### config.mk
export PLATFORM = sky130hd
export DESIGN_NAME = display_scan
export DESIGN_NICKNAME = d
export VERILOG_FILES = /design/src/rtl/display_pkg.sv /design/src/rtl/display_scan_edge_sync.sv /design/src/rtl/display_scan.sv
export SDC_FILE = /design/constraint.sdc
export NUM_CORES = 1
export LEC_CHECK = 0
export BUFFER_PORTS_ARGS = -buffer_cell sky130_fd_sc_hd__clkbuf_2
export CORE_AREA = 2 2 105 56
export CTS_CLUSTER_DIAMETER = 100
export DETAILED_ROUTE_END_ITERATION = 10
export DIE_AREA = 0 0 107 58
export GPL_TIMING_DRIVEN = 0
export HOLD_SLACK_MARGIN = 0.05
export PLACE_DENSITY = 0.61
export SYNTH_ARGS = -nofsm -noshare
export SYNTH_HDL_FRONTEND = slang
export SYNTH_SLANG_ARGS = --single-unit
### constraint.sdc
create_clock -name clk -period 3.78 [get_ports clk]
set_input_delay 0.378 -clock clk [delete_from_list [all_inputs] [get_ports clk]]
set_output_delay 0.378 -clock clk [all_outputs]
set_load 0.01 [all_outputs]
### src/rtl/display_pkg.sv
// display_pkg: constants shared by the display blocks.
//   state_e   : scan FSM states (IDLE, BLANK, SHOW)
//   SEG_OFF   : active-low segment pattern with every segment dark
//   SEG_TABLE : 16-entry BCD -> {g,f,e,d,c,b,a} active-low table; codes
//               10..15 decode to all-dark so they can blank leading zeros
//   seg_decode: table lookup helper
package display_pkg;

  typedef enum logic [1:0] {
    ST_IDLE  = 2'd0,
    ST_BLANK = 2'd1,
    ST_SHOW  = 2'd2
  } state_e;

  localparam logic [6:0] SEG_OFF = 7'h7F;

  localparam logic [6:0] SEG_TABLE [16] = '{
    7'b1000000, 7'b1111001, 7'b0100100, 7'b0110000,
    7'b0011001, 7'b0010010, 7'b0000010, 7'b1111000,
    7'b0000000, 7'b0010000, 7'b1111111, 7'b1111111,
    7'b1111111, 7'b1111111, 7'b1111111, 7'b1111111
  };

  function automatic logic [6:0] seg_decode(input logic [3:0] bcd);
    return SEG_TABLE[bcd];
  endfunction

endpackage

### src/rtl/display_scan_edge_sync.sv
// edge_sync: three-flop synchronizer for an asynchronous level plus a
// rising-edge detector producing a single-cycle pulse.
//   clk      : system clock
//   reset    : synchronous, active-high; clears the synchronizer
//   async_in : asynchronous input level
//   rise     : one-cycle pulse, high the cycle after the edge reaches stage 2
module edge_sync (
  input  logic clk,
  input  logic reset,
  input  logic async_in,
  output logic rise
);

  // sync_q[0]=s1, sync_q[1]=s2, sync_q[2]=s3
  logic [2:0] sync_q;
  // vld_q[i] marks that sync_q[i] holds a real sample rather than its reset
  // value; without it an input already high across reset would look like a
  // fresh 0->1 edge once the zeros flush out.
  logic [2:0] vld_q;

  // Synchronizer shift chain and its sample-valid shadow
  always_ff @(posedge clk) begin
    if (reset) begin
      sync_q <= 3'b000;
      vld_q  <= 3'b000;
    end else begin
      sync_q <= {sync_q[1:0], async_in};
      vld_q  <= {vld_q[1:0], 1'b1};
    end
  end

  assign rise = sync_q[1] & ~sync_q[2] & vld_q[2];

endmodule

### src/rtl/display_scan.sv
// display_scan: time-multiplexed common-anode 7-segment driver.
// Each rising edge of slow_clk (synchronized) steps to the next digit, with a
// BLANK_CYCLES all-dark gap before each digit is lit. The BCD word is
// snapshotted at the start of every frame.
//   clk, reset  : system clock, synchronous active-high reset
//   slow_clk    : divided scan clock, asynchronous to clk
//   enable      : 1 = scan, 0 = display dark
//   digits      : NUM_DIGITS BCD nibbles, digit 0 in bits [3:0] (rightmost)
//   seg         : active-low segments {g,f,e,d,c,b,a} (registered)
//   an          : active-low digit selects, at most one low (registered)
//   frame_start : one-cycle pulse when the snapshot is taken (registered)
module display_scan
  import display_pkg::*;
#(
  parameter int NUM_DIGITS   = 4,
  parameter int BLANK_CYCLES = 4
) (
  input  logic                    clk,
  input  logic                    reset,
  input  logic                    slow_clk,
  input  logic                    enable,
  input  logic [4*NUM_DIGITS-1:0] digits,
  output logic [6:0]              seg,
  output logic [NUM_DIGITS-1:0]   an,
  output logic                    frame_start
);

  localparam int IDX_W = (NUM_DIGITS > 1) ? $clog2(NUM_DIGITS) : 1;
  localparam int CNT_W = (BLANK_CYCLES > 1) ? $clog2(BLANK_CYCLES) : 1;
  localparam logic [IDX_W-1:0] IDX_LAST = IDX_W'(NUM_DIGITS - 1);
  localparam logic [CNT_W-1:0] CNT_LOAD = CNT_W'(BLANK_CYCLES - 1);

  logic                    tick;
  state_e                  state_q, state_d;
  logic [IDX_W-1:0]        idx_q, idx_d;
  logic [CNT_W-1:0]        cnt_q, cnt_d;
  logic [4*NUM_DIGITS-1:0] snap_q, snap_d;
  logic [6:0]              seg_q, seg_d;
  logic [NUM_DIGITS-1:0]   an_q, an_d;
  logic                    fs_q, fs_d;
  logic [3:0]              digit_d;

  edge_sync u_sync (
    .clk      (clk),
    .reset    (reset),
    .async_in (slow_clk),
    .rise     (tick)
  );

  // Next-state logic: scan FSM, blank counter, digit index and snapshot
  always_comb begin
    state_d = state_q;
    idx_d   = idx_q;
    cnt_d   = cnt_q;
    snap_d  = snap_q;
    fs_d    = 1'b0;
    if (!enable) begin
      state_d = ST_IDLE;
      idx_d   = '0;
    end else begin
      case (state_q)
        ST_IDLE: begin
          if (tick) begin
            state_d = ST_BLANK;
            idx_d   = '0;
            cnt_d   = CNT_LOAD;
            snap_d  = digits;
            fs_d    = 1'b1;
          end else begin
            state_d = ST_IDLE;
          end
        end
        // Ticks arriving here are intentionally ignored.
        ST_BLANK: begin
          if (cnt_q == '0) begin
            state_d = ST_SHOW;
          end else begin
            cnt_d = cnt_q - CNT_W'(1);
          end
        end
        ST_SHOW: begin
          if (tick) begin
            state_d = ST_BLANK;
            cnt_d   = CNT_LOAD;
            if (idx_q == IDX_LAST) begin
              idx_d  = '0;
              snap_d = digits;
              fs_d   = 1'b1;
            end else begin
              idx_d = idx_q + IDX_W'(1);
            end
          end else begin
            state_d = ST_SHOW;
          end
        end
        default: begin
          state_d = ST_IDLE;
          idx_d   = '0;
        end
      endcase
    end
  end

  // Output decode from next-state values so the registered outputs line up
  // with the state register (BLANK already presents the upcoming digit's seg).
  always_comb begin
    digit_d = snap_d[{idx_d, 2'b00} +: 4];
    an_d    = '1;
    if (state_d == ST_IDLE) begin
      seg_d = SEG_OFF;
    end else begin
      seg_d = seg_decode(digit_d);
    end
    if (state_d == ST_SHOW) begin
      an_d[idx_d] = 1'b0;
    end else begin
      an_d = '1;
    end
  end

  // State and output registers
  always_ff @(posedge clk) begin
    if (reset) begin
      state_q <= ST_IDLE;
      idx_q   <= '0;
      cnt_q   <= '0;
      snap_q  <= '0;
      seg_q   <= SEG_OFF;
      an_q    <= '1;
      fs_q    <= 1'b0;
    end else begin
      state_q <= state_d;
      idx_q   <= idx_d;
      cnt_q   <= cnt_d;
      snap_q  <= snap_d;
      seg_q   <= seg_d;
      an_q    <= an_d;
      fs_q    <= fs_d;
    end
  end

  assign seg         = seg_q;
  assign an          = an_q;
  assign frame_start = fs_q;

endmodule

==> results of run 1 <==
registers in the layout, indices dropped and copies added (netlist names):
signal,flops
seg,7
u_sync.sync_q,3
an,4
snap_q,16
cnt_q,2
frame_start,1
u_sync.vld_q,3
idx_q,2
state_q,2
power by group through the flow:
stage	Clock [mW]	Sequential, mW	Combinational, mW
CTS	0.302	0.427	0.0293
detailed placement	0	0.437	0.0291
global route	0.320	0.427	0.0328
floorplan	0	0.436	0.0126
global placement	0	0.437	0.0291
finish	0.291	0.427	0.0290
area by class of cell:
class	count	area [sq um]	area share, %
multi-input cells	141	943.4	44.09
flip-flops and latches	40	800.8	37.43
clock buffers	8	90.09	4.211
plain buffers	6	28.78	1.345
inverters	8	30.03	1.404
repair buffers	31	155.1	7.251
well taps	73	91.34	4.269
synthesized netlist by cell type (3+ instances only):
cell type / instances / area [sq um]
nor2b_1: 8 / 50.05
a21oi_1: 15 / 75.07
nand3_1: 4 / 20.02
and2_1: 4 / 25.02
nand2_1: 26 / 97.59
o21ai_0: 8 / 40.04
ha_1: 7 / 87.58
mux2i_1: 11 / 110.1
inv_1: 8 / 30.03
clkbuf_1: 3 / 11.26
nor2_1: 17 / 63.81
a21o_1: 3 / 22.52
dfxtp_1: 40 / 800.8
a31oi_1: 4 / 25.02
through the flow:
| step | total power [mW] | cells | util, % | setup WS, ps | area, sq um |
|---|---|---|---|---|---|
| after floorplan | 0.4491 | 195 | - | 1160 | 1803 |
| after global placement | 0.4656 | 299 | 38.66 | 843.4 | 2049 |
| after detailed placement | 0.4657 | 299 | 38.66 | 806.3 | 2049 |
| after CTS | 0.7578 | 307 | 40.36 | 751.9 | 2140 |
| after global routing | 0.7797 | 307 | 40.36 | 552.8 | 2140 |
| final | 0.7470 | 307 | 40.36 | 764.7 | 2140 |
routing by layer:
| layer | wire length [um] | track usage, % | vias up |
|---|---|---|---|
| met2 | 1395 | 16.38 | 49 |
| met1 | 2240 | 22.85 | 639 |
| met4 | 59 | 5.566 | 0 |
| met3 | 345 | 4.837 | 7 |
| li1 | - | - | 769 |
| met5 | 0 | 0 | - |
cells by family (layout without fill, tap and decap cells):
group,Yosys count,count (layout)
AND/OR/NAND/NOR,77,77
AO/OA/AOI/OAI,45,45
flip-flops,40,40
buffers and inverters,14,53
multiplexers,12,12
adder cells (fa/ha/maj),7,7
worst paths after layout:
kind / start / depth (start not counted) / endpoint / slack, ps
worst min register to register: u_sync.vld_q[0] / 1 / u_sync.vld_q[1] / 440
worst max register to register: idx_q[0] / 9 / seg[4] / 760
worst max-delay path: idx_q[0] / 9 / seg[4] / 760
worst min-delay path: slow_clk / 2 / u_sync.sync_q[0] / 290
==> flow_summary.toml, run 1 <==
[run_status]
outcome = "finished, final reports clean"

[timing]
relSlewSlack_pct = 63.24
fin_crit_ps = 3015
finalClockSkew_ps = 4.374
rsz0062_at_grt = "false"
fmax_ghz = 0.3316
finalCritPeriodShare_pct = 79.77
slew_violations = 0
hold_viol = 0
tightest_slew_ps = 545.7
tns_ps = 0
hold_slack_ps = 292.7
setup_viol = 0

[die]
fp-row-count = 19
die-area_sq_um = 6206
start_util_pct = 34.01
core_area_sq_um = 5301
fp.dieW_um = 107
die_h_um = 58
top_level_ports = 32

[pwr]
p_sw_share_pct = 21.42
seqPwrFrac_pct = 57.1
power_frac_comb_pct = 3.9
power_switching_uw = 160.0
clkPwrFrac_pct = 39.0
p_int_uw = 587.0
ir_drop_mv = 0.1418
p_leak_nw = 0.9285
power_density_nw_per_um2 = 349.2

[job]
cap_violations = 0

[yosys]
synth_nets = 222
syn_area_sq_um = 1803
synthAdderAreaFrac_pct = 4.858
synth_ff_type = "dfxtp_1"
syn_avg_cell_area_sq_um = 9.246
seq_area_frac_synth_pct = 44.41
synth_edf_count = 0
synthCells = 195
synth_compound_area_share_pct = 18.04
synth_top_family_by_area = "simple AND/OR/NAND/NOR gates"
synth_warnings = 0
synthArstFlopShare_pct = 0
yosys.area_share.simple_pct = 22.48
synth.distinct_cells = 45
synth.mux.area_fraction_pct = 6.940
yosys_register_bits = 40
synth-xor-area-share_pct = 0

[cts]
clock_latency_ps = 290
path_clk_slew_ps = 70
ctsRootBufferMaster = "clkbuf_8"
cts.repair.resized = 0
clock_path_buffers = 2
htree_levels = 2
cts_made_buffers = 5
cts_tree = "done"
cts_hold_buf = 0
clock-sinks = 40
cts_setup_buffers = 0

[layout]
area_growth_pct = 18.67
layout_common_cells = "dfxtp_1 (40), clkbuf_2 (31), nand2_1 (26)"
fillers = 546
drive_above_1_share_pct = 22.65
final_common_cell = "dfxtp_1"
antenna_cells = 0
layout.nets = 260

[route]
drtIter0Drc = 72
drtAntennaViolNets = 0
drt_pre_antenna_iters = 4
route.vias.total = 1464
wl_mm = 4.041
vias_per_cell = 4.769
drcViolationCount = 0
wire_per_inst_um = 13.16

[worst_setup_path]
path_class = "flop to flop"
path_buf_inv = 1
crit_top_cell = "ha_1"
crit_family = "compound AO/OA/AOI/OAI gates"
required_ps = 3980
crit_path_top_delay_cell = "or4b_1"
crit_path_end_kind = "flop"
critPathLaunchType = "flop"
worst_ep_arrival_time_ps = 3210
cp_cell_sequence = "ha_1 > or4b_1 > mux2_4 > a41oi_2 > o32a_1 > o21a_1 > inv_1 > ha_1 > a311oi_1"
cpPeakStageDelay_ps = 550
cp_max_fo = 9

[placement]
place_congestion = 0.7847
hpwl_mm = 3.055
portBuffers = 31

[grt]
gr-usage-all-layers_pct = 14.23
grt_max_degree = 12
overflow = 0
antenna_found_initial = 0
grt_pass1_wl_mm = 6.644
first_global_vias = 1308

[worst_hold_path]
hp-class = "input port to flop"
No activity file was read; power rests on OpenSTA's default activity.
==> run 2, diff against run 1 <==
PLACE_DENSITY = 0.63   (was 0.61)
clock period = 2.7 ns   (was 3.78 ns; I/O delays follow)
==> run 2 against run 1 <==
  * Maximum frequency is 15% higher
  * Combinational power rose by 55%
  * Hold slack got worse by 110 ps
  * Worst setup slack worse by 680 ps
  * Highest routed layer unchanged
  * Sequential share of layout area is 3.3 points lower
  * Die area unchanged
  * First-iteration DRC count up 8.3%
  * Clock skew rose by 5.4 ps
  * Final area rose by 10%
  * Non-clock buffer count increased by 10
  * Global-route usage is 1.0 points higher
  * Sequential power is 40% higher
==> flow_summary.toml, run 2 (same netlist as run 1, synthesis figures left out) <==
[run_status]
outcome = "finished, final reports clean"

[layout]
regMostFlops = "snap_q"
layout_common_cells = "dfxtp_1 (39), clkbuf_2 (32), nand2_1 (25)"
fillers = 527
multiInputGateArea_sq_um = 1066
area_growth_pct = 30.60
final_area_sq_um = 2355
layout.nets = 270
final_common_cell = "dfxtp_1"
largest_register_ffs = 16
antenna_cells = 0
drive_above_1_share_pct = 32.79
seq_area_sq_um = 804.5

[placement]
place_congestion = 0.7745
portBuffers = 31
postPlaceCellArea_sq_um = 2049
hpwl_mm = 3.137

[die]
fp.dieW_um = 107
fp-row-count = 19
core_area_sq_um = 5301
top_level_ports = 32
die-area_sq_um = 6206
start_util_pct = 34.01
die_h_um = 58

[cts]
cts_tree = "done"
cts_made_buffers = 5
ctsRootBufferMaster = "clkbuf_8"
path_clk_slew_ps = 80
clock_latency_ps = 300
clock-sinks = 40
htree_levels = 2
clock_path_buffers = 2
cts_hold_buf = 0

[timing]
finalClockSkew_ps = 9.824
tightest_slew_ps = 569.6
relSlewSlack_pct = 61.62
hold_viol = 0
setup_viol = 0
fin_crit_ps = 2616
fmax_ghz = 0.3822
finalCritPeriodShare_pct = 96.90
slew_violations = 0

[pwr]
power_density_nw_per_um2 = 452.0
p_leak_nw = 0.9953
ir_drop_mv = 0.2009
finalPower_mw = 1.064

[worst_setup_path]
cp_max_fo = 5
required_ps = 2870
crit_path_end_kind = "flop"
worst_ep_arrival_time_ps = 2790
path_class = "flop to flop"
critPathLaunchType = "flop"

[route]
vias_per_cell = 4.883
wire_per_inst_um = 14.45
drtAntennaViolNets = 0
drtIter0Drc = 78
route.vias.total = 1548
wl_mm = 4.580
drcViolationCount = 0
drt_pre_antenna_iters = 4

[grt]
first_global_vias = 1396
grt_max_degree = 13
grt_pass1_wl_mm = 7.072
overflow = 0
gr-usage-all-layers_pct = 15.25
antenna_found_initial = 0

[worst_hold_path]
hp-class = "input port to flop"

[job]
cap_violations = 0
-- run 2: cell types whose count changed in the layout (fill, tap and decap cells not counted), sizes merged --
cell / change
clkinv: +2
clkbuf: -1
buf: +9
-- run 2: stage by stage --
stage | utilization, % | cells | TNS, ps | hold WS (ps) | worst slack [ps]
2_1_floorplan | - | 195 | 0 | 341.6 | 80.06
3_3_place_gp | 38.66 | 299 | -1410 | 420.6 | -250.6
3_5_place_dp | 38.66 | 299 | -1577 | 433.0 | -304.5
4_1_cts | 41.99 | 313 | -7.594 | 176.2 | -4.112
5_1_grt | 44.42 | 317 | -9.430 | 187.7 | -9.430
6_report | 44.42 | 317 | 0 | 178.1 | 83.74
-- run 2: what timing repair did --
| item | CTS | global route |
|---|---|---|
| setup buffers | 6 | 4 |
| gates cloned | 0 | 0 |
| pin swaps | 2 | 4 |
| gates resized for setup | 8 | 19 |
| setup endpoints to repair | 7 | 7 |
-- run 2: power breakdown --
group / switching (mW) / internal, mW / total [mW]
Clock: 0.219 / 0.204 / 0.423
Combinational: 0.0249 / 0.0201 / 0.0450
Sequential: 0.00225 / 0.594 / 0.596
-- run 2: critical path, stage by stage, from the launching register on --
cell and delay, ps:
dfxtp_4 360, ha_2 190, or4b_4 510, mux2_4 320, a41oi_4 190, o32a_1 240
o21a_4 190, inv_1 60, ha_2 200, a21oi_1 110, o21ai_0 90
-- run 2: area by class of cell --
type	instances	area share [%]
Buffer	6	1.382
Tap cell	73	3.879
Inverter	8	1.275
Clock inverter	2	0.4251
Clock buffer	6	3.507
Multi-Input combinational cell	141	45.27
Timing Repair Buffer	41	10.10
Sequential cell	40	34.17
-- run 2: metal layers --
layer / GRT usage [%] / routed length, um / vias up
met5: 0 / 0 / -
met4: 5.566 / 67 / 0
met3: 4.612 / 235 / 8
met2: 19.75 / 1805 / 30
met1: 23.35 / 2471 / 724
li1: - / - / 786
-- run 2: worst paths after layout --
check / from / to / slack (ps) / cells after the start
setup / recovery: idx_q[0] / seg[2] / 80 / 10
hold / removal: slow_clk / u_sync.sync_q[0] / 180 / 2
hold reg to reg: u_sync.vld_q[1] / u_sync.vld_q[2] / 440 / 1
setup reg to reg: idx_q[0] / seg[2] / 80 / 10
==> run 3, diff against run 2 <==
CORE_AREA = 2 2 93 50   (was 2 2 105 56)
DIE_AREA = 0 0 95 52   (was 0 0 107 58)
PLACE_DENSITY = 0.76   (was 0.63)
==> run 3 against run 2 <==
  * Sequential cell count did not move
  * Combinational power barely moved
  * Final area up 0.27%
  * Global-route usage grew 4.1 points
  * Sequential share of layout area about the same
  * Clock skew up 2.1 ps
  * Register-to-register slack got worse by 40 ps
==> flow_summary.toml, run 3 (same netlist as run 1, synthesis figures left out) <==
[run_status]
outcome = "finished, final reports clean"

[timing]
setup_viol = 0
tightest_slew_ps = 533.8
hold_slack_ps = 190.2
fin_crit_ps = 2654
finalCritPeriodShare_pct = 98.31
relSlewSlack_pct = 64.04
fmax_ghz = 0.3767
slew_violations = 0
rsz0062_at_grt = "true"
finalClockSkew_ps = 11.97
hold_viol = 0

[job]
cap_violations = 0

[cts]
htree_levels = 2
clock_latency_ps = 300
path_clk_slew_ps = 80
clock-sinks = 40
cts_hold_buf = 0
cts_made_buffers = 5
clock_path_buffers = 2
ctsRootBufferMaster = "clkbuf_8"
cts_tree = "done"

[pwr]
p_int_uw = 790.3
clkPwrFrac_pct = 36.9
p_leak_nw = 0.9821
power_density_nw_per_um2 = 430.4
seqPwrFrac_pct = 58.7
ir_drop_mv = 0.1891
p_sw_share_pct = 22.23
power_switching_uw = 225.9
power_frac_comb_pct = 4.4
finalPower_mw = 1.016

[placement]
portBuffers = 31
place_congestion = 0.9123
hpwl_mm = 3.075
dp.cells = 283

[grt]
antenna_found_initial = 0
overflow = 0
first_global_vias = 1407
grt_max_degree = 12
gr-usage-all-layers_pct = 19.30
grt_pass1_wl_mm = 6.955

[die]
top_level_ports = 32
core_area_sq_um = 4190
fp-row-count = 17
fp.dieW_um = 95
start_util_pct = 43.03
die-area_sq_um = 4940
die_h_um = 52

[layout]
area_growth_pct = 30.95
antenna_cells = 0
layout.nets = 270
final_cells = 300
regMostFlops = "snap_q"
postLayoutCoreUtil_pct = 56.35
final_common_cell = "dfxtp_1"
largest_register_ffs = 16
drive_above_1_share_pct = 34.57
layout_common_cells = "dfxtp_1 (38), clkbuf_2 (31), nand2_1 (26)"

[route]
vias_per_cell = 5.257
drtIter0Drc = 104
drcViolationCount = 0
highest_layer = "met4"
drtAntennaViolNets = 0
wl_met2_mm = 1.944
route.vias.total = 1577
wl_mm = 4.551
wl_met3_um = 320
wl_met1_mm = 2.244
drt_pre_antenna_iters = 4
wire_per_inst_um = 15.17

[worst_setup_path]
rr_startpoint = "idx_q[0]"
path_class = "flop to flop"
cp_max_fo = 5
crit_path_end_kind = "flop"
required_ps = 2870
worst_ep_arrival_time_ps = 2830
critPathLaunchType = "flop"
crit_start = "idx_q[0]"

[worst_hold_path]
hp-class = "input port to flop"
hp-start = "slow_clk"
## run 3: changes by cell type in the layout (fill, tap and decap cells not counted), sizes merged
cell    previous run  this run
clkinv             2         1
## run 3: final cells by class
class | count | area [sq um]
clock buffers | 6 | 72.57
repair buffers | 41 | 245.2
plain buffers | 6 | 31.28
fillers | 390 | 1829
clock inverters | 1 | 5.005
flip-flops and latches | 40 | 805.8
inverters | 8 | 30.03
multi-input cells | 141 | 1100
well taps | 57 | 71.32
## run 3: through the flow
| stage | setup TNS (ps) | setup slack [ps] | cell area, sq um |
|---|---|---|---|
| 6_report | 0 | 45.56 | 2361 |
| 3_3_place_gp | -1287 | -249.8 | 2029 |
| 2_1_floorplan | 0 | 80.06 | 1803 |
| 4_1_cts | 0 | 0.09148 | 2181 |
| 5_1_grt | -100.4 | -56.18 | 2361 |
| 3_5_place_dp | -1503 | -270.3 | 2029 |
## run 3: power groups by stage
stage          combinational (mW)  sequential [mW]  clock, mW
3_5_place_dp               0.0402            0.611          0
4_1_cts                    0.0416            0.597      0.377
2_1_floorplan              0.0177            0.611          0
3_3_place_gp               0.0395            0.611          0
5_1_grt                    0.0497            0.597      0.401
6_report                   0.0451            0.597      0.375
## run 3: per-layer routing
layer  GRT usage, %  vias to the layer above
li1               -                      780
met2          27.07                       57
met5              0                        -
met3          6.087                        8
met4          5.314                        0
met1          28.23                      732
## run 3: path summary, 6_finish.rpt
path | end | slack [ps] | cells past startpoint
min reg2reg | u_sync.vld_q[2] | 430 | 1
min | u_sync.sync_q[0] | 190 | 2
max | seg[0] | 50 | 9
max reg2reg | seg[0] | 50 | 9
## run 3: worst max-delay path, stage by stage (launching register included)
cell and delay (ps):
dfxtp_4 370, ha_4 160, or4b_4 500, mux2_4 330, a41oi_4 280, o32a_1 250, o21a_4 200, buf_4 130
and4_2 260, a31oi_1 60
## run 3: repair_timing
item | in CTS | in global routing
endpoints found under the setup margin | 7 | 7
buffers inserted | 3 | 7
hold endpoints to repair | 0 | 0
pin swaps | 3 | 10
resized for setup | 9 | 29
